## config.mk

```make
export PLATFORM = sky130hd
export DESIGN_NAME = multicycle_control_fsm_flat
export DESIGN_NICKNAME = d
export VERILOG_FILES = /design/src/rtl/cpu_ctrl_pkg.sv /design/src/rtl/multicycle_control_fsm_if.sv /design/src/rtl/mem_wait_timer.sv /design/src/rtl/multicycle_control_fsm.sv /design/src/flat_wrapper.sv
export SDC_FILE = /design/constraint.sdc
export NUM_CORES = 1
export LEC_CHECK = 0
export CAP_MARGIN = 20
export CORE_MARGIN = 4
export CORE_UTILIZATION = 46
export CTS_BUF_LIST = sky130_fd_sc_hd__clkbuf_2
export DETAILED_ROUTE_END_ITERATION = 8
export GPL_TIMING_DRIVEN = 0
export PLACE_DENSITY = 0.73
export SLEW_MARGIN = 0
export SYNTH_ARGS = -nofsm -noshare
export SYNTH_HDL_FRONTEND = slang
export SYNTH_SLANG_ARGS = --single-unit
```

## constraint.sdc

```tcl
create_clock -name clk -period 4.3 [get_ports clk]
set_input_delay 0.86 -clock clk [delete_from_list [all_inputs] [get_ports clk]]
set_output_delay 0.86 -clock clk [all_outputs]
set_load 0.02 [all_outputs]
```

## src/rtl/cpu_ctrl_pkg.sv

```systemverilog
// Shared controller definitions: state encoding, opcodes, datapath select codes.
// Latency: n/a (types, constants and a pure decode function only).
// Backpressure: n/a.
package cpu_ctrl_pkg;

    typedef enum logic [3:0] {
        S_FETCH   = 4'd0,
        S_DECODE  = 4'd1,
        S_MEMADR  = 4'd2,
        S_MEMRD   = 4'd3,
        S_MEMWB   = 4'd4,
        S_MEMWR   = 4'd5,
        S_EXEC    = 4'd6,
        S_ALUWB   = 4'd7,
        S_BRANCH  = 4'd8,
        S_ADDI_EX = 4'd9,
        S_ADDI_WB = 4'd10,
        S_JUMP    = 4'd11,
        S_TRAP    = 4'd12
    } state_t;

    localparam logic [5:0] OP_RTYPE = 6'b000000;
    localparam logic [5:0] OP_LW    = 6'b100011;
    localparam logic [5:0] OP_SW    = 6'b101011;
    localparam logic [5:0] OP_BEQ   = 6'b000100;
    localparam logic [5:0] OP_ADDI  = 6'b001000;
    localparam logic [5:0] OP_J     = 6'b000010;

    localparam logic [1:0] ALU_ADD   = 2'b00;
    localparam logic [1:0] ALU_SUB   = 2'b01;
    localparam logic [1:0] ALU_FUNCT = 2'b10;

    localparam logic [1:0] PC_ALU    = 2'b00;
    localparam logic [1:0] PC_BRANCH = 2'b01;
    localparam logic [1:0] PC_JUMP   = 2'b10;
    localparam logic [1:0] PC_VECTOR = 2'b11;

    localparam logic [1:0] SRCB_REG     = 2'b00;
    localparam logic [1:0] SRCB_FOUR    = 2'b01;
    localparam logic [1:0] SRCB_IMM     = 2'b10;
    localparam logic [1:0] SRCB_IMM_SH2 = 2'b11;

    // Per-state control word. gate_rdy marks the memory states whose write-type
    // strobes and retire wait for mem_ready; gate_zero lets the branch qualify pc_en.
    typedef struct packed {
        logic       pc_en;
        logic [1:0] pc_src;
        logic       iord;
        logic       mem_read;
        logic       mem_write;
        logic       ir_write;
        logic       reg_dst;
        logic       mem_to_reg;
        logic       reg_write;
        logic       alu_src_a;
        logic [1:0] alu_src_b;
        logic [1:0] alu_op;
        logic       retire;
        logic       illegal;
        logic       gate_rdy;
        logic       gate_zero;
    } ctrl_t;

    function automatic ctrl_t decode_state(state_t s);
        ctrl_t c;
        c = '0;
        case (s)
            S_FETCH: begin
                c.mem_read  = 1'b1;
                c.alu_src_b = SRCB_FOUR;
                c.alu_op    = ALU_ADD;
                c.pc_src    = PC_ALU;
                c.ir_write  = 1'b1;
                c.pc_en     = 1'b1;
                c.gate_rdy  = 1'b1;
            end
            S_DECODE:  c.alu_src_b = SRCB_IMM_SH2;
            S_MEMADR: begin
                c.alu_src_a = 1'b1;
                c.alu_src_b = SRCB_IMM;
            end
            S_MEMRD: begin
                c.mem_read = 1'b1;
                c.iord     = 1'b1;
                c.gate_rdy = 1'b1;
            end
            S_MEMWB: begin
                c.reg_write  = 1'b1;
                c.mem_to_reg = 1'b1;
                c.retire     = 1'b1;
            end
            S_MEMWR: begin
                c.mem_write = 1'b1;
                c.iord      = 1'b1;
                c.retire    = 1'b1;
                c.gate_rdy  = 1'b1;
            end
            S_EXEC: begin
                c.alu_src_a = 1'b1;
                c.alu_src_b = SRCB_REG;
                c.alu_op    = ALU_FUNCT;
            end
            S_ALUWB: begin
                c.reg_write = 1'b1;
                c.reg_dst   = 1'b1;
                c.retire    = 1'b1;
            end
            S_BRANCH: begin
                c.alu_src_a = 1'b1;
                c.alu_op    = ALU_SUB;
                c.pc_src    = PC_BRANCH;
                c.pc_en     = 1'b1;
                c.gate_zero = 1'b1;
                c.retire    = 1'b1;
            end
            S_ADDI_EX: begin
                c.alu_src_a = 1'b1;
                c.alu_src_b = SRCB_IMM;
            end
            S_ADDI_WB: begin
                c.reg_write = 1'b1;
                c.retire    = 1'b1;
            end
            S_JUMP: begin
                c.pc_src = PC_JUMP;
                c.pc_en  = 1'b1;
                c.retire = 1'b1;
            end
            S_TRAP: begin
                c.pc_src  = PC_VECTOR;
                c.pc_en   = 1'b1;
                c.illegal = 1'b1;
            end
            default: c = '0;
        endcase
        return c;
    endfunction

endpackage

```

## src/rtl/multicycle_control_fsm_if.sv

```systemverilog
// Control bundle between the multicycle controller and the CPU datapath.
// Latency: n/a (wires only). illegal_instr exists only with ILLEGAL_TRAP_EN.
// Backpressure: memory stalls arrive on mem_ready; no other flow control.
interface multicycle_control_fsm_if;
    logic [5:0] opcode;
    logic [5:0] funct;
    logic       zero;
    logic       mem_ready;
    logic       pc_en;
    logic [1:0] pc_src;
    logic       iord;
    logic       mem_read;
    logic       mem_write;
    logic       ir_write;
    logic       reg_dst;
    logic       mem_to_reg;
    logic       reg_write;
    logic       alu_src_a;
    logic [1:0] alu_src_b;
    logic [1:0] alu_op;
    logic       instr_retired;
    logic       mem_timeout;
    logic [3:0] state_o;
`ifdef ILLEGAL_TRAP_EN
    logic       illegal_instr;
`endif

    modport master (
        input  opcode, funct, zero, mem_ready,
`ifdef ILLEGAL_TRAP_EN
        output illegal_instr,
`endif
        output pc_en, pc_src, iord, mem_read, mem_write, ir_write, reg_dst,
               mem_to_reg, reg_write, alu_src_a, alu_src_b, alu_op,
               instr_retired, mem_timeout, state_o
    );

    modport slave (
        output opcode, funct, zero, mem_ready,
`ifdef ILLEGAL_TRAP_EN
        input  illegal_instr,
`endif
        input  pc_en, pc_src, iord, mem_read, mem_write, ir_write, reg_dst,
               mem_to_reg, reg_write, alu_src_a, alu_src_b, alu_op,
               instr_retired, mem_timeout, state_o
    );
endinterface

```

## src/rtl/mem_wait_timer.sv

```systemverilog
// Saturating memory-wait counter with a sticky timeout flag.
// Latency: timeout is registered, visible the cycle after the count reaches MAX.
// Backpressure: none; clr wins over en, the count holds at all-ones.
module mem_wait_timer #(
    parameter int MAX   = 15,
    parameter int CNT_W = 8
) (
    input  logic clk,
    input  logic rst_n,
    input  logic clr,
    input  logic en,
    output logic timeout
);
    localparam logic [CNT_W-1:0] LIMIT = CNT_W'(MAX);

    logic [CNT_W-1:0] cnt;
    logic [CNT_W-1:0] cnt_nxt;

    // Next count: clear on state change, otherwise count stalled cycles up to saturation.
    always_comb begin
        cnt_nxt = cnt;
        if (clr) begin
            cnt_nxt = '0;
        end else if (en && (cnt != '1)) begin
            cnt_nxt = cnt + CNT_W'(1);
        end
    end

    // Count register and sticky flag; only reset clears the flag.
    always_ff @(posedge clk or negedge rst_n) begin
        if (!rst_n) begin
            cnt     <= '0;
            timeout <= 1'b0;
        end else begin
            cnt <= cnt_nxt;
            if (cnt_nxt >= LIMIT) begin
                timeout <= 1'b1;
            end
        end
    end
endmodule

```

## src/rtl/multicycle_control_fsm.sv

```systemverilog
// Moore controller sequencing PC, memory, register file and ALU one step per cycle.
// Latency: lw 5, sw/R/addi 4, beq/j 3 cycles plus memory stalls. Option: ILLEGAL_TRAP_EN.
// Backpressure: FETCH/MEMRD/MEMWR hold until mem_ready; write strobes wait on it.
module multicycle_control_fsm #(
    parameter int MEM_WAIT_MAX = 15,
    parameter int WAIT_CNT_W   = 8
) (
    input  logic                     clk,
    input  logic                     reset,
    multicycle_control_fsm_if.master bus
);
    import cpu_ctrl_pkg::*;

    state_t st;
    state_t nxt;
    ctrl_t  ctrl_q;
    logic   wr_ok;
    logic   br_ok;
    logic   timeout;
    logic   unused_funct;

    // funct is decoded by the ALU control unit, not here.
    assign unused_funct = &{1'b0, bus.funct};

    // Next-state dispatch; unused encodings fall back to FETCH.
    always_comb begin
        nxt = st;
        case (st)
            S_FETCH:  if (bus.mem_ready) nxt = S_DECODE;
            S_DECODE: begin
                case (bus.opcode)
                    OP_LW, OP_SW: nxt = S_MEMADR;
                    OP_RTYPE:     nxt = S_EXEC;
                    OP_BEQ:       nxt = S_BRANCH;
                    OP_ADDI:      nxt = S_ADDI_EX;
                    OP_J:         nxt = S_JUMP;
`ifdef ILLEGAL_TRAP_EN
                    default:      nxt = S_TRAP;
`else
                    default:      nxt = S_FETCH;
`endif
                endcase
            end
            S_MEMADR:  nxt = (bus.opcode == OP_LW) ? S_MEMRD : S_MEMWR;
            S_MEMRD:   if (bus.mem_ready) nxt = S_MEMWB;
            S_MEMWR:   if (bus.mem_ready) nxt = S_FETCH;
            S_EXEC:    nxt = S_ALUWB;
            S_ADDI_EX: nxt = S_ADDI_WB;
            default:   nxt = S_FETCH;
        endcase
    end

    // State register with the control word precomputed for the state being entered.
    always_ff @(posedge clk or negedge reset) begin
        if (!reset) begin
            st     <= S_FETCH;
            ctrl_q <= decode_state(S_FETCH);
        end else begin
            st     <= nxt;
            ctrl_q <= decode_state(nxt);
        end
    end

    mem_wait_timer #(
        .MAX   (MEM_WAIT_MAX),
        .CNT_W (WAIT_CNT_W)
    ) u_wait (
        .clk     (clk),
        .rst_n   (reset),
        .clr     (nxt != st),
        .en      (ctrl_q.gate_rdy & ~bus.mem_ready),
        .timeout (timeout)
    );

    // Reset gates every output directly so an in-flight strobe drops at once.
    assign wr_ok = ~ctrl_q.gate_rdy | bus.mem_ready;
    assign br_ok = ~ctrl_q.gate_zero | bus.zero;

    assign bus.pc_en         = reset & ctrl_q.pc_en & wr_ok & br_ok;
    assign bus.ir_write      = reset & ctrl_q.ir_write & wr_ok;
    assign bus.reg_write     = reset & ctrl_q.reg_write & wr_ok;
    assign bus.mem_write     = reset & ctrl_q.mem_write & wr_ok;
    assign bus.instr_retired = reset & ctrl_q.retire & wr_ok;
    assign bus.pc_src        = reset ? ctrl_q.pc_src : 2'b00;
    assign bus.iord          = reset & ctrl_q.iord;
    assign bus.mem_read      = reset & ctrl_q.mem_read;
    assign bus.reg_dst       = reset & ctrl_q.reg_dst;
    assign bus.mem_to_reg    = reset & ctrl_q.mem_to_reg;
    assign bus.alu_src_a     = reset & ctrl_q.alu_src_a;
    assign bus.alu_src_b     = reset ? ctrl_q.alu_src_b : 2'b00;
    assign bus.alu_op        = reset ? ctrl_q.alu_op : 2'b00;
    assign bus.mem_timeout   = timeout;
    assign bus.state_o       = st;

`ifdef ILLEGAL_TRAP_EN
    assign bus.illegal_instr = reset & ctrl_q.illegal;
`else
    logic unused_trap;
    assign unused_trap = ctrl_q.illegal;
`endif
endmodule

```

## src/flat_wrapper.sv

```systemverilog
// flat-port wrapper written by rule: the top's interface ports become plain ports
module multicycle_control_fsm_flat import cpu_ctrl_pkg::*;
#(
    parameter int MEM_WAIT_MAX = 15,
    parameter int WAIT_CNT_W   = 8
)
  (clk, reset, bus_opcode, bus_funct, bus_zero, bus_mem_ready, bus_pc_en, bus_pc_src, bus_iord, bus_mem_read, bus_mem_write, bus_ir_write, bus_reg_dst, bus_mem_to_reg, bus_reg_write, bus_alu_src_a, bus_alu_src_b, bus_alu_op, bus_instr_retired, bus_mem_timeout, bus_state_o);
  multicycle_control_fsm_if bus_i ();
  input  logic clk;
  input  logic reset;
  input wire logic [$bits(bus_i.opcode)-1:0] bus_opcode;
  input wire logic [$bits(bus_i.funct)-1:0] bus_funct;
  input wire logic [$bits(bus_i.zero)-1:0] bus_zero;
  input wire logic [$bits(bus_i.mem_ready)-1:0] bus_mem_ready;
  output wire logic [$bits(bus_i.pc_en)-1:0] bus_pc_en;
  output wire logic [$bits(bus_i.pc_src)-1:0] bus_pc_src;
  output wire logic [$bits(bus_i.iord)-1:0] bus_iord;
  output wire logic [$bits(bus_i.mem_read)-1:0] bus_mem_read;
  output wire logic [$bits(bus_i.mem_write)-1:0] bus_mem_write;
  output wire logic [$bits(bus_i.ir_write)-1:0] bus_ir_write;
  output wire logic [$bits(bus_i.reg_dst)-1:0] bus_reg_dst;
  output wire logic [$bits(bus_i.mem_to_reg)-1:0] bus_mem_to_reg;
  output wire logic [$bits(bus_i.reg_write)-1:0] bus_reg_write;
  output wire logic [$bits(bus_i.alu_src_a)-1:0] bus_alu_src_a;
  output wire logic [$bits(bus_i.alu_src_b)-1:0] bus_alu_src_b;
  output wire logic [$bits(bus_i.alu_op)-1:0] bus_alu_op;
  output wire logic [$bits(bus_i.instr_retired)-1:0] bus_instr_retired;
  output wire logic [$bits(bus_i.mem_timeout)-1:0] bus_mem_timeout;
  output wire logic [$bits(bus_i.state_o)-1:0] bus_state_o;
  assign bus_i.opcode = bus_opcode;
  assign bus_i.funct = bus_funct;
  assign bus_i.zero = bus_zero;
  assign bus_i.mem_ready = bus_mem_ready;
  assign bus_pc_en = bus_i.pc_en;
  assign bus_pc_src = bus_i.pc_src;
  assign bus_iord = bus_i.iord;
  assign bus_mem_read = bus_i.mem_read;
  assign bus_mem_write = bus_i.mem_write;
  assign bus_ir_write = bus_i.ir_write;
  assign bus_reg_dst = bus_i.reg_dst;
  assign bus_mem_to_reg = bus_i.mem_to_reg;
  assign bus_reg_write = bus_i.reg_write;
  assign bus_alu_src_a = bus_i.alu_src_a;
  assign bus_alu_src_b = bus_i.alu_src_b;
  assign bus_alu_op = bus_i.alu_op;
  assign bus_instr_retired = bus_i.instr_retired;
  assign bus_mem_timeout = bus_i.mem_timeout;
  assign bus_state_o = bus_i.state_o;
  multicycle_control_fsm #(.MEM_WAIT_MAX(MEM_WAIT_MAX), .WAIT_CNT_W(WAIT_CNT_W)) u_core (.clk(clk), .reset(reset), .bus(bus_i));
endmodule
```

After elaboration in Yosys (flattened, before gate mapping)
Index checks and enable logic that the tools add are counted.
{"block": "word_totals", "reg_bits": 31, "latchBits": 0, "ram_bits": 0, "mem_bits_ro": 0, "inputBits": 16, "out_inout_bits": 21, "wordCells": 104, "mem_count": 0}
{"block": "classes", "n_addsub": 1, "multipliers": 0, "div": 0, "order_cmp": 1, "n_eq_ne": 25, "shift": 0, "n_mux": 25, "n_bitwise": 22, "n_reduce_logical": 12}
{"cell": "4-bit case mux with 7 select lines", "n": 1}
{"cell": "4-bit by 3-bit equality test with 1-bit output, second input constant", "n": 6}
{"cell": "4-bit equality test, second input constant", "n": 6}
{"cell": "4-bit case mux with 5 select lines", "n": 1}
{"cell": "1-bit AND", "n": 17}
{"cell": "4-bit by 2-bit equality test with 1-bit output, second input constant", "n": 4}
{"cell": "8-bit two-way mux", "n": 2}
{"cell": "6-bit equality test, second input constant", "n": 2}
{"cell": "4-bit two-way mux", "n": 3}
{"cell": "3-bit case mux with 4 select lines", "n": 1}
{"cell": "1-bit two-way mux", "n": 11}
{"cell": "8-bit by 1-bit adder with 8-bit output, second input constant", "n": 1}
{"cell": "4-bit by 1-bit equality test with 1-bit output, second input constant", "n": 2}
{"cell": "8-bit by 4-bit >= comparator with 1-bit output, second input constant", "n": 1}
{"cell": "4-bit zero test", "n": 2}
{"cell": "8-bit inequality test, second input constant", "n": 1}
{"cell": "2-bit OR reduction", "n": 4}
{"cell": "6-bit by 2-bit equality test with 1-bit output, second input constant", "n": 1}
{"cell": "6-bit by 3-bit equality test with 1-bit output, second input constant", "n": 1}
{"cell": "6-bit by 4-bit equality test with 1-bit output, second input constant", "n": 1}
{"cell": "6-bit zero test", "n": 1}
{"cell": "2-bit two-way mux", "n": 3}
{"cell": "2-bit case mux with 3 select lines", "n": 1}
{"cell": "3-bit OR reduction", "n": 2}
{"cell": "8 further kinds", "n": 11}

Depth between registers and ports, before layout
Gate-level depths: netlist (run 1).
{"block": "depth", "ltp_word": 7, "depth_mapped": 8, "depth_no_buf": 7}

Modules after synthesis
Synthesis (run 1) repeated with hierarchy kept, for this count alone.
{"block": "unflattened", "cells_unflattened": 179, "area_unflattened_um2": 1720.4}
{"mod": "multicycle_control_fsm", "n_inst": 1, "cells_per_inst": 128, "area_each_um2": 1213.7, "seq_area_each_um2": 531.8}
{"mod": "mem_wait_timer", "n_inst": 1, "cells_per_inst": 51, "area_each_um2": 506.7, "seq_area_each_um2": 225.2}

Least setup slack after synthesis (run 1)
Ideal clock, no wire load.
{"block": "synth_timing", "kind": "input -> register", "from": "in bus_opcode[0]", "to": "reg u_core.u_wait.timeout", "setup_ns": 0.075, "arrival_ns": 2.251, "required_time_ns": 4.225, "path_slack_ns": 1.974, "path_stages": 7, "n_path_buf": 1, "cell_sequence": "or2_1 or4_1 o21ai_0 a221oi_1 a211o_1 buf_6 o21bai_2"}
{"block": "synth_between", "elab_chain_cells": 7, "word_cells_on_any_way": 13, "classes_between": "1 x order compare; 6 x eq/ne; 4 x mux; 2 x reduce/logical"}
{"item": "start: declaration", "line_no": "flat_wrapper.sv:11", "text": "input wire logic [$bits(bus_i.opcode)-1:0] bus_opcode;"}
{"item": "6-bit equality test (on tied branches)", "line_no": "multicycle_control_fsm.sv:31, multicycle_control_fsm.sv:44"}
{"item": "2-bit OR reduction", "line_no": "multicycle_control_fsm.sv:31", "text": "case (bus.opcode)"}
{"item": "4-bit case mux with 5 select lines", "line_no": "multicycle_control_fsm.sv:31"}
{"item": "4-bit case mux with 7 select lines (*)", "line_no": "multicycle_control_fsm.sv:28", "text": "case (st)"}
{"item": "4-bit inequality test (*)", "line_no": "multicycle_control_fsm.sv:70", "text": ".clr (nxt != st),"}
{"item": "8-bit two-way mux (*)", "line_no": "mem_wait_timer.sv:22", "text": "if (clr) begin"}
{"item": "8-bit by 4-bit >= comparator with 1-bit output (*)", "line_no": "mem_wait_timer.sv:36", "text": "if (cnt_nxt >= LIMIT) begin"}
{"item": "end signal: assignment", "line_no": "mem_wait_timer.sv:33", "text": "timeout <= 1'b0;"}
{"item": "end signal: assignment", "line_no": "mem_wait_timer.sv:37", "text": "timeout <= 1'b1;"}
{"item": "end: declaration", "line_no": "mem_wait_timer.sv:12", "text": "output logic timeout"}
Every way passes the cells marked *; elsewhere a longest branch is shown, timed or not.
A chain may end at the register's enable or synchronous reset.

Worst setup path after layout (run 1)
{"block": "layout_timing", "from": "in reset", "to": "out bus_pc_en"}
{"block": "layout_between", "elab_chain_cells": 3}
{"item": "start: declaration", "line_no": "flat_wrapper.sv:10", "text": "input logic reset;"}
{"item": "1-bit AND (3 in series)", "line_no": "multicycle_control_fsm.sv:79", "text": "assign bus.pc_en = reset & ctrl_q.pc_en & wr_ok & br_ok;"}
{"item": "end: declaration", "line_no": "flat_wrapper.sv:15", "text": "output wire logic [$bits(bus_i.pc_en)-1:0] bus_pc_en;"}
No other way between the ends.

==> flow_summary.json, run 1 <==
{
  "start_util": 0.4848,
  "ioPinCount": 37,
  "grt_use_met3": 0.04261,
  "cts_tree": "built",
  "min_path_cells": 1,
  "drc": 0,
  "clock_skew_ns": 0.008366,
  "critPathLaunchType": "input pin",
  "synth_top_family_by_area": "simple AND/OR/NAND/NOR gates",
  "drt_iter0_drc": 67,
  "dp_cells": 265,
  "core_mm2": 0.003716,
  "cpPeakStageDelay_ns": 0.86,
  "hold_end": "u_core.u_wait.timeout$_DFFE_PN0P_",
  "grt_util_met2": 0.2672,
  "cts-root-buf": "clkbuf_2",
  "place.gp.congestion": 0.9708,
  "final-max-slew-violation-count": 0,
  "clk_path_buf_depth": 2,
  "r2r_setup_slack_ns": 2.12,
  "stdcell_count": 273,
  "ys_ff_latch": 31,
  "grt_use_met1": 0.2238,
  "synth_seq_area_share": 0.4340,
  "tightest_slew_ns": 0.6112,
  "cts_setup_buffers": 0,
  "p_per_area_mw_per_mm2": 414.2,
  "setup_viol": 0,
  "synth.area.mux_share": 0.03333,
  "async_flop_share": 1.000,
  "grt_max_degree": 25,
  "die_area_mm2": 0.004982,
  "outcome": "completed",
  "reg2reg_from": "u_core.u_wait.cnt[0]$_DFF_PN0_",
  "cpMostUsedCell": "clkdlybuf4s50_1",
  "fin_total_pwr_w": 0.0009240,
  "finalCritPeriodShare": 0.8870,
  "cts.sinks": 31,
  "synth_compound_area_frac": 0.1347,
  "synth-simple-area-share": 0.3076,
  "critPathMaxFanout": 15,
  "reg2reg_depth": 7,
  "synth_adder_area_share": 0.01250,
  "synth_area_mm2": 0.001802,
  "routed_wirelength_um": 4011,
  "critical_path_arrival_ns": 2.95,
  "clkTransAtPathRegs_ns": 0.16,
  "pre_cts_slack_ns": 0.4084,
  "path_cells": "clkdlybuf4s50_1 -> clkbuf_1 -> o2111a_1 -> clkdlybuf4s50_1",
  "regArea_um2": 782.0,
  "multi_input_area_um2": 949.7,
  "fin_ws_ns": 0.4859,
  "crit_buf_inv": 3,
  "synth_xor_area_frac": 0.03889,
  "worstSkewPairLatency_ns": 0.36,
  "timing.fmax_ghz": 0.2622,
  "diodes": 0,
  "post_cts_resize_count": 0,
  "finalHoldViolations": 0,
  "yosysUniqueCellTypes": 54,
  "rsz0062_at_grt": "false",
  "cp-end-kind": "output pin",
  "required_ns": 3.44,
  "ctsHoldBuffers": 0,
  "layout_min_cycle_time_ns": 3.814,
  "yosysWarningCount": 0,
  "hpwl_um": 2934,
  "dr.pass1.iters": 4,
  "port_buffers": 29,
  "synth_edf_count": 0,
  "drive_gt1_frac": 0.1200,
  "critPathTopFamily": "buffers and inverters",
  "grt_busiest_layer": "met2",
  "synth-main-ff-cell": "dfrtp_1",
  "antenna_left": 0,
  "slew_headroom": 0.5912,
  "grt-ovfl-total": 0,
  "antenna_found_initial": 0,
  "synth_nets": 204,
  "cap_violations": 0,
  "r2r_end": "u_core.u_wait.timeout$_DFFE_PN0P_",
  "row_count": 22,
  "vias": 1567,
  "nFillCells": 352,
  "die_h_um": 70.59,
  "p_leak_nw": 0.9965,
  "hold_class": "reg2reg",
  "nets": 241,
  "cts_buffers": 5,
  "grt_use_total": 0.1724,
  "die_w_um": 70.59,
  "critical_path_class": "in2out",
  "min_from": "u_core.u_wait.timeout$_DFFE_PN0P_",
  "cpMaxStageDelayCell": "clkdlybuf4s50_1",
  "syn_inst": 187,
  "syn_to_final_growth_pct": 23.82,
  "synth.avg_cell_area_um2": 9.635,
  "peakVddDrop_uv": 172.1,
  "cts.htree.levels": 2,
  "grt_pass1_vias": 1517,
  "wire_per_inst_um": 14.69,
  "viasPerCell": 5.740,
  "grt_pass1_wl_um": 6927
}
==> worst register-to-register path, cell delays in order (launching register included) <==
cell	delay (ns)
dfrtp_1	0.46
ha_1	0.26
and3_1	0.23
a31oi_2	0.38
nand4_1	0.24
mux2i_1	0.17
a211oi_1	0.28
o21bai_2	0.08
==> cell type report <==
type / instances / area share
multi-input combinational: 141 / 0.4257
tap: 48 / 0.02692
sequential: 31 / 0.3505
clock buffer: 5 / 0.01122
timing repair buffer: 30 / 0.1368
clock inverter: 3 / 0.01739
inverter: 6 / 0.01010
buffer: 9 / 0.02131
==> stage by stage <==
| step | util | hold slack (ns) | setup TNS [ns] | cell area [µm²] |
|---|---|---|---|---|
| floorplan | - | 0.5261 | 0 | 1802 |
| global placement | 0.5791 | 0.4577 | -0.9184 | 2152 |
| detailed placement | 0.5832 | 0.4603 | 0 | 2167 |
| CTS | 0.6003 | 0.5013 | 0 | 2231 |
| global route | 0.6003 | 0.5263 | 0 | 2231 |
| finish | 0.6003 | 0.4957 | 0 | 2231 |
==> synthesized netlist by cell type (2+ instances only) <==
cell,number,share of area
dfrtp_1,26,0.36
nand3_1,6,0.017
o21bai_2,2,0.012
nor2_1,15,0.031
nand4_1,3,0.010
inv_1,6,0.012
clkbuf_1,3,0.0062
or3b_2,2,0.0097
nor4b_1,4,0.019
xor2_1,5,0.024
o21a_1,2,0.0083
nor3_1,5,0.014
or4_1,2,0.0083
xnor2_1,3,0.015
and2_1,13,0.045
a211o_1,2,0.0097
nand2b_1,6,0.021
o211ai_1,2,0.0083
buf_2,4,0.011
mux2i_1,6,0.033
and3_1,11,0.038
nor3b_1,4,0.017
nor4_1,2,0.0069
a31oi_1,2,0.0069
o31ai_1,2,0.0083
a21oi_1,3,0.0083
o21ai_0,7,0.019
nand2_1,6,0.012
nor2b_1,3,0.010
dfstp_2,5,0.073
or2_1,2,0.0069
==> how the worst max path moves through the flow <==
stage                   from                           endpoint  slack (ns)  cells past startpoint
5_1_grt                reset                          bus_pc_en        0.31                      4
3_5_place_dp           reset                          bus_pc_en        0.41                      4
6_report               reset                          bus_pc_en        0.49                      4
3_3_place_gp           reset                          bus_pc_en       -0.14                      4
2_1_floorplan  bus_opcode[0]  u_core.u_wait.timeout$_DFFE_PN0P_        1.97                      7
4_1_cts                reset                          bus_pc_en        0.41                      4
==> cells by family after synthesis <==
| logic type | count (synthesis) |
|---|---|
| AOI/OAI and AO/OA | 33 |
| xor gates and xnor gates | 8 |
| adders and majority gates | 2 |
| buffers and inverters | 15 |
| DFF | 31 |
| muxes | 6 |
| and+or+nand+nor | 92 |
==> routing by layer <==
metal	share of wire	up-vias
met5	0	-
met2	0.48	55
met4	0.024	0
met3	0.047	8
li1	-	750
met1	0.45	754
==> layout by cell type (no fill, tap or decap), types with 6 or more instances in the layout <==
| cell | instances |
|---|---|
| mux2i_1 | 6 |
| nand2_1 | 6 |
| inv_1 | 6 |
| o21ai_0 | 7 |
| and3_1 | 11 |
| clkdlybuf4s50_1 | 29 |
| nand3_1 | 6 |
| clkbuf_2 | 6 |
| dfrtp_1 | 26 |
| nor2_1 | 15 |
| nand2b_1 | 6 |
| and2_1 | 13 |
==> state kept, by name, indices dropped and copies added, names as in the netlist <==
| name | cells |
|---|---|
| u_core.ctrl_q | 18 |
| u_core.u_wait.cnt | 8 |
| u_core.bus.state_o | 4 |
| u_core.u_wait.timeout | 1 |
==> power breakdown <==
| part | switching, W | internal (W) | total (W) |
|---|---|---|---|
| combinational | 0.000194 | 0.000147 | 0.000342 |
| clock | 0.000104 | 0.0000958 | 0.000199 |
| sequential | 0.0000312 | 0.000352 | 0.000383 |
| total | 0.000329 | 0.000595 | 0.000924 |
(Power assumes the default switching activity.)
==> inputs of run 2 (changes only) <==
--- a/config.mk
+++ b/config.mk
@@ -6,13 +6,16 @@
 export NUM_CORES = 1
 export LEC_CHECK = 0
 export CAP_MARGIN = 20
+export CELL_PAD_IN_SITES_DETAIL_PLACEMENT = 0
+export CELL_PAD_IN_SITES_GLOBAL_PLACEMENT = 1
 export CORE_MARGIN = 4
-export CORE_UTILIZATION = 46
+export CORE_UTILIZATION = 43
 export CTS_BUF_LIST = sky130_fd_sc_hd__clkbuf_2
 export DETAILED_ROUTE_END_ITERATION = 8
 export GPL_TIMING_DRIVEN = 0
-export PLACE_DENSITY = 0.73
-export SLEW_MARGIN = 0
+export PLACE_DENSITY_LB_ADDON = 0.1
+export SLEW_MARGIN = 10
 export SYNTH_ARGS = -nofsm -noshare
 export SYNTH_HDL_FRONTEND = slang
+export SYNTH_HIERARCHICAL = 1
 export SYNTH_SLANG_ARGS = --single-unit
==> flow_summary.json, run 2 <==
{
  "outcome": "completed",
  "timing.fmax_ghz": 0.2572,
  "core_mm2": 0.003771,
  "wire_per_inst_um": 14.06,
  "antenna_found_initial": 0,
  "critPathMaxFanout": 10,
  "drc": 0,
  "cpPeakStageDelay_ns": 0.60,
  "synth_edf_count": 0,
  "yosysUniqueCellTypes": 52,
  "fin_ws_ns": 0.4119,
  "ctsHoldBuffers": 0,
  "crit_buf_inv": 3,
  "drive_gt1_frac": 0.1495,
  "synth_top_cell_by_area": "dfrtp_1",
  "layout_min_cycle_time_ns": 3.888,
  "cts-root-buf": "clkbuf_2",
  "critPathLaunchType": "input pin",
  "synth-main-ff-cell": "dfrtp_1",
  "yosys.cell_count.top_type": "dfrtp_1",
  "worstSetupStartpoint": "bus_mem_ready",
  "reg2reg_depth": 11,
  "antenna_left": 0,
  "synth_seq_area_share": 0.4400,
  "critPathTopFamily": "buffers and inverters",
  "hpwl_um": 2795,
  "clock_skew_ns": 0.01317,
  "viasPerCell": 5.553,
  "clkTransAtPathRegs_ns": 0.15,
  "slew_headroom": 0.4981,
  "syn_inst": 179,
  "finalHoldViolations": 0,
  "hold_class": "reg2reg",
  "synth_top_area_frac": 0.3636,
  "nFillCells": 355,
  "drt_iter0_drc": 74,
  "cp-end-kind": "output pin",
  "cts_setup_buffers": 0,
  "die_h_um": 71.25,
  "p_per_area_mw_per_mm2": 290.9,
  "clk_path_buf_depth": 2,
  "nets": 231,
  "grt_pass1_vias": 1357,
  "die_w_um": 71.25,
  "place.gp.congestion": 0.8398,
  "layout.cells.most_common": "clkdlybuf4s50_1",
  "largest_reg_flops": 17,
  "cts_tree": "built",
  "reg2reg_from": "u_core/bus.state_o[0]$_DFF_PN0_",
  "final_area_mm2": 0.002091,
  "ys_ff_latch": 30,
  "stdcell_count": 262,
  "setup_tns_ns": 0,
  "yosysWarningCount": 6,
  "rsz0062_at_grt": "false",
  "post_cts_resize_count": 0,
  "final-max-slew-violation-count": 0,
  "routed_wirelength_um": 3684,
  "r2r_end": "u_core/u_wait/timeout$_DFFE_PN0P_",
  "synthTopCellsByArea": "dfrtp_1 36%, dfstp_2 7.6%, and2_1 5.8%, a21oi_1 3.5%, nand3_1 2.6%",
  "tightest_slew_ns": 0.7516,
  "synth_area_mm2": 0.001720,
  "grt_max_degree": 34,
  "min_path_cells": 1,
  "worstSkewPairLatency_ns": 0.36,
  "cpMaxStageDelayCell": "clkdlybuf4s50_1",
  "final_util": 0.5544,
  "yosys-top-cells-count": "25 x dfrtp_1, 16 x and2_1, 12 x a21oi_1",
  "largest-register": "u_core/ctrl_q",
  "peakVddDrop_uv": 119.2,
  "r2r_setup_slack_ns": 1.04,
  "hold_end": "u_core/u_wait/timeout$_DFFE_PN0P_",
  "cts.htree.levels": 2,
  "grt_pass1_wl_um": 6120,
  "finalCritPeriodShare": 0.9042,
  "start_util": 0.4562,
  "synth.avg_cell_area_um2": 9.611,
  "place_area_mm2": 0.002056,
  "ioPinCount": 37,
  "path_cells": "clkdlybuf4s50_1 -> clkbuf_1 -> nor2b_1 -> nor2b_1 -> and3_1 -> clkdlybuf4s50_1",
  "grt_use_total": 0.1487,
  "critical_path_arrival_ns": 3.03,
  "dp_cells": 255,
  "cts_buffers": 5,
  "async_flop_share": 1.000,
  "setup_viol": 0,
  "required_ns": 3.44,
  "critical_path_class": "in2out",
  "min_from": "u_core/u_wait/timeout$_DFFE_PN0P_",
  "grt-ovfl-total": 0,
  "dr.pass1.iters": 4,
  "syn_to_final_growth_pct": 21.53,
  "final_cell_mix": "27 x clkdlybuf4s50_1, 25 x dfrtp_1, 16 x and2_1",
  "row_count": 22,
  "diodes": 0,
  "cap_violations": 0,
  "vias": 1455,
  "cts.sinks": 30,
  "synth_nets": 196,
  "pre_cts_slack_ns": 0.2025,
  "p_leak_nw": 0.8843,
  "port_buffers": 28,
  "die_area_mm2": 0.005077
}
[run 2: cell types whose count changed in the layout (fill, tap and decap cells not counted), moves of 4 or more]
cell     delta
a21oi_1     +9
nor2_1      -4
and3_1      -7
mux2i_1     -4
o21ai_0     -4
[run 2: per-stage QoR]
step	hold WS, ns	total power, W
final	0.4985	0.0006083
after global routing	0.5441	0.0006440
after CTS	0.5132	0.0006168
after detailed placement	0.4801	0.0004861
after global placement	0.4566	0.0004826
after floorplan	0.5296	0.0004272
[run 2: cell type report]
cell class                 count  area, µm²  share of cell area
multi-input combinational    133      887.1              0.4243
inverter                       5      18.77            0.008977
clock buffer                   5      25.02             0.01197
clock inverter                 2      10.01            0.004788
tap                           48      60.06             0.02873
timing repair buffer          28      275.3              0.1317
sequential                    30      757.0              0.3621
buffer                        11      57.56             0.02753
[run 2: worst max-delay path by stage]
stage,endpoint,slack (ns),cells after the start
after floorplan,u_core/u_wait/timeout$_DFFE_PN0P_,1.14,11
after global placement,bus_pc_en,0.02,4
after detailed placement,u_core/u_wait/timeout$_DFFE_PN0P_,0.20,12
after CTS,bus_pc_en,0.39,6
after global routing,bus_pc_en,0.28,6
final,bus_pc_en,0.41,6
[run 2: power by group]
group	total, W	switching, W	internal (W)
Clock	0.000127	0.0000923	0.0000352
Combinational	0.000160	0.0000914	0.0000683
Sequential	0.000321	0.0000113	0.000310
[run 2: layer usage]
layer | share of wire | track usage | vias up
met4 | 0 | 0.04384 | 0
met2 | 0.47 | 0.2265 | 40
li1 | - | - | 714
met5 | 0 | 0 | -
met1 | 0.48 | 0.2062 | 701
met3 | 0.058 | 0.04208 | 0
[run 2: logic make-up (layout without fill, tap and decap cells)]
group           count (synthesis)  after routing  share of synthesized area
buf+inv                        16             51                    0.04436
fa+ha+maj                       1              1                   0.007272
mux                             2              2                    0.01164
xor+xnor                        4              4                    0.02037
simple gates                   91             91                     0.3294
compound gates                 35             35                     0.1469
flops                          30             30                     0.4400
[run 2: worst register-to-register path, cell delays in order, from the launching register on]
cell and delay (ns):
dfrtp_1 0.46, buf_2 0.24, nor4b_1 0.45, and3_1 0.28, nor4_2 0.08, inv_1 0.20
nor2_1 0.06, o221ai_1 0.18, buf_1 0.37, a211oi_1 0.13, a211o_1 0.30, or4_1 0.40
==> inputs of run 3 (changes only) <==
--- a/config.mk
+++ b/config.mk
@@ -5,7 +5,6 @@
 export SDC_FILE = /design/constraint.sdc
 export NUM_CORES = 1
 export LEC_CHECK = 0
-export CAP_MARGIN = 20
 export CELL_PAD_IN_SITES_DETAIL_PLACEMENT = 0
 export CELL_PAD_IN_SITES_GLOBAL_PLACEMENT = 1
 export CORE_MARGIN = 4
==> results of run 3 <==
No change in the layout: final DEF, timing and power equal those of run 2.
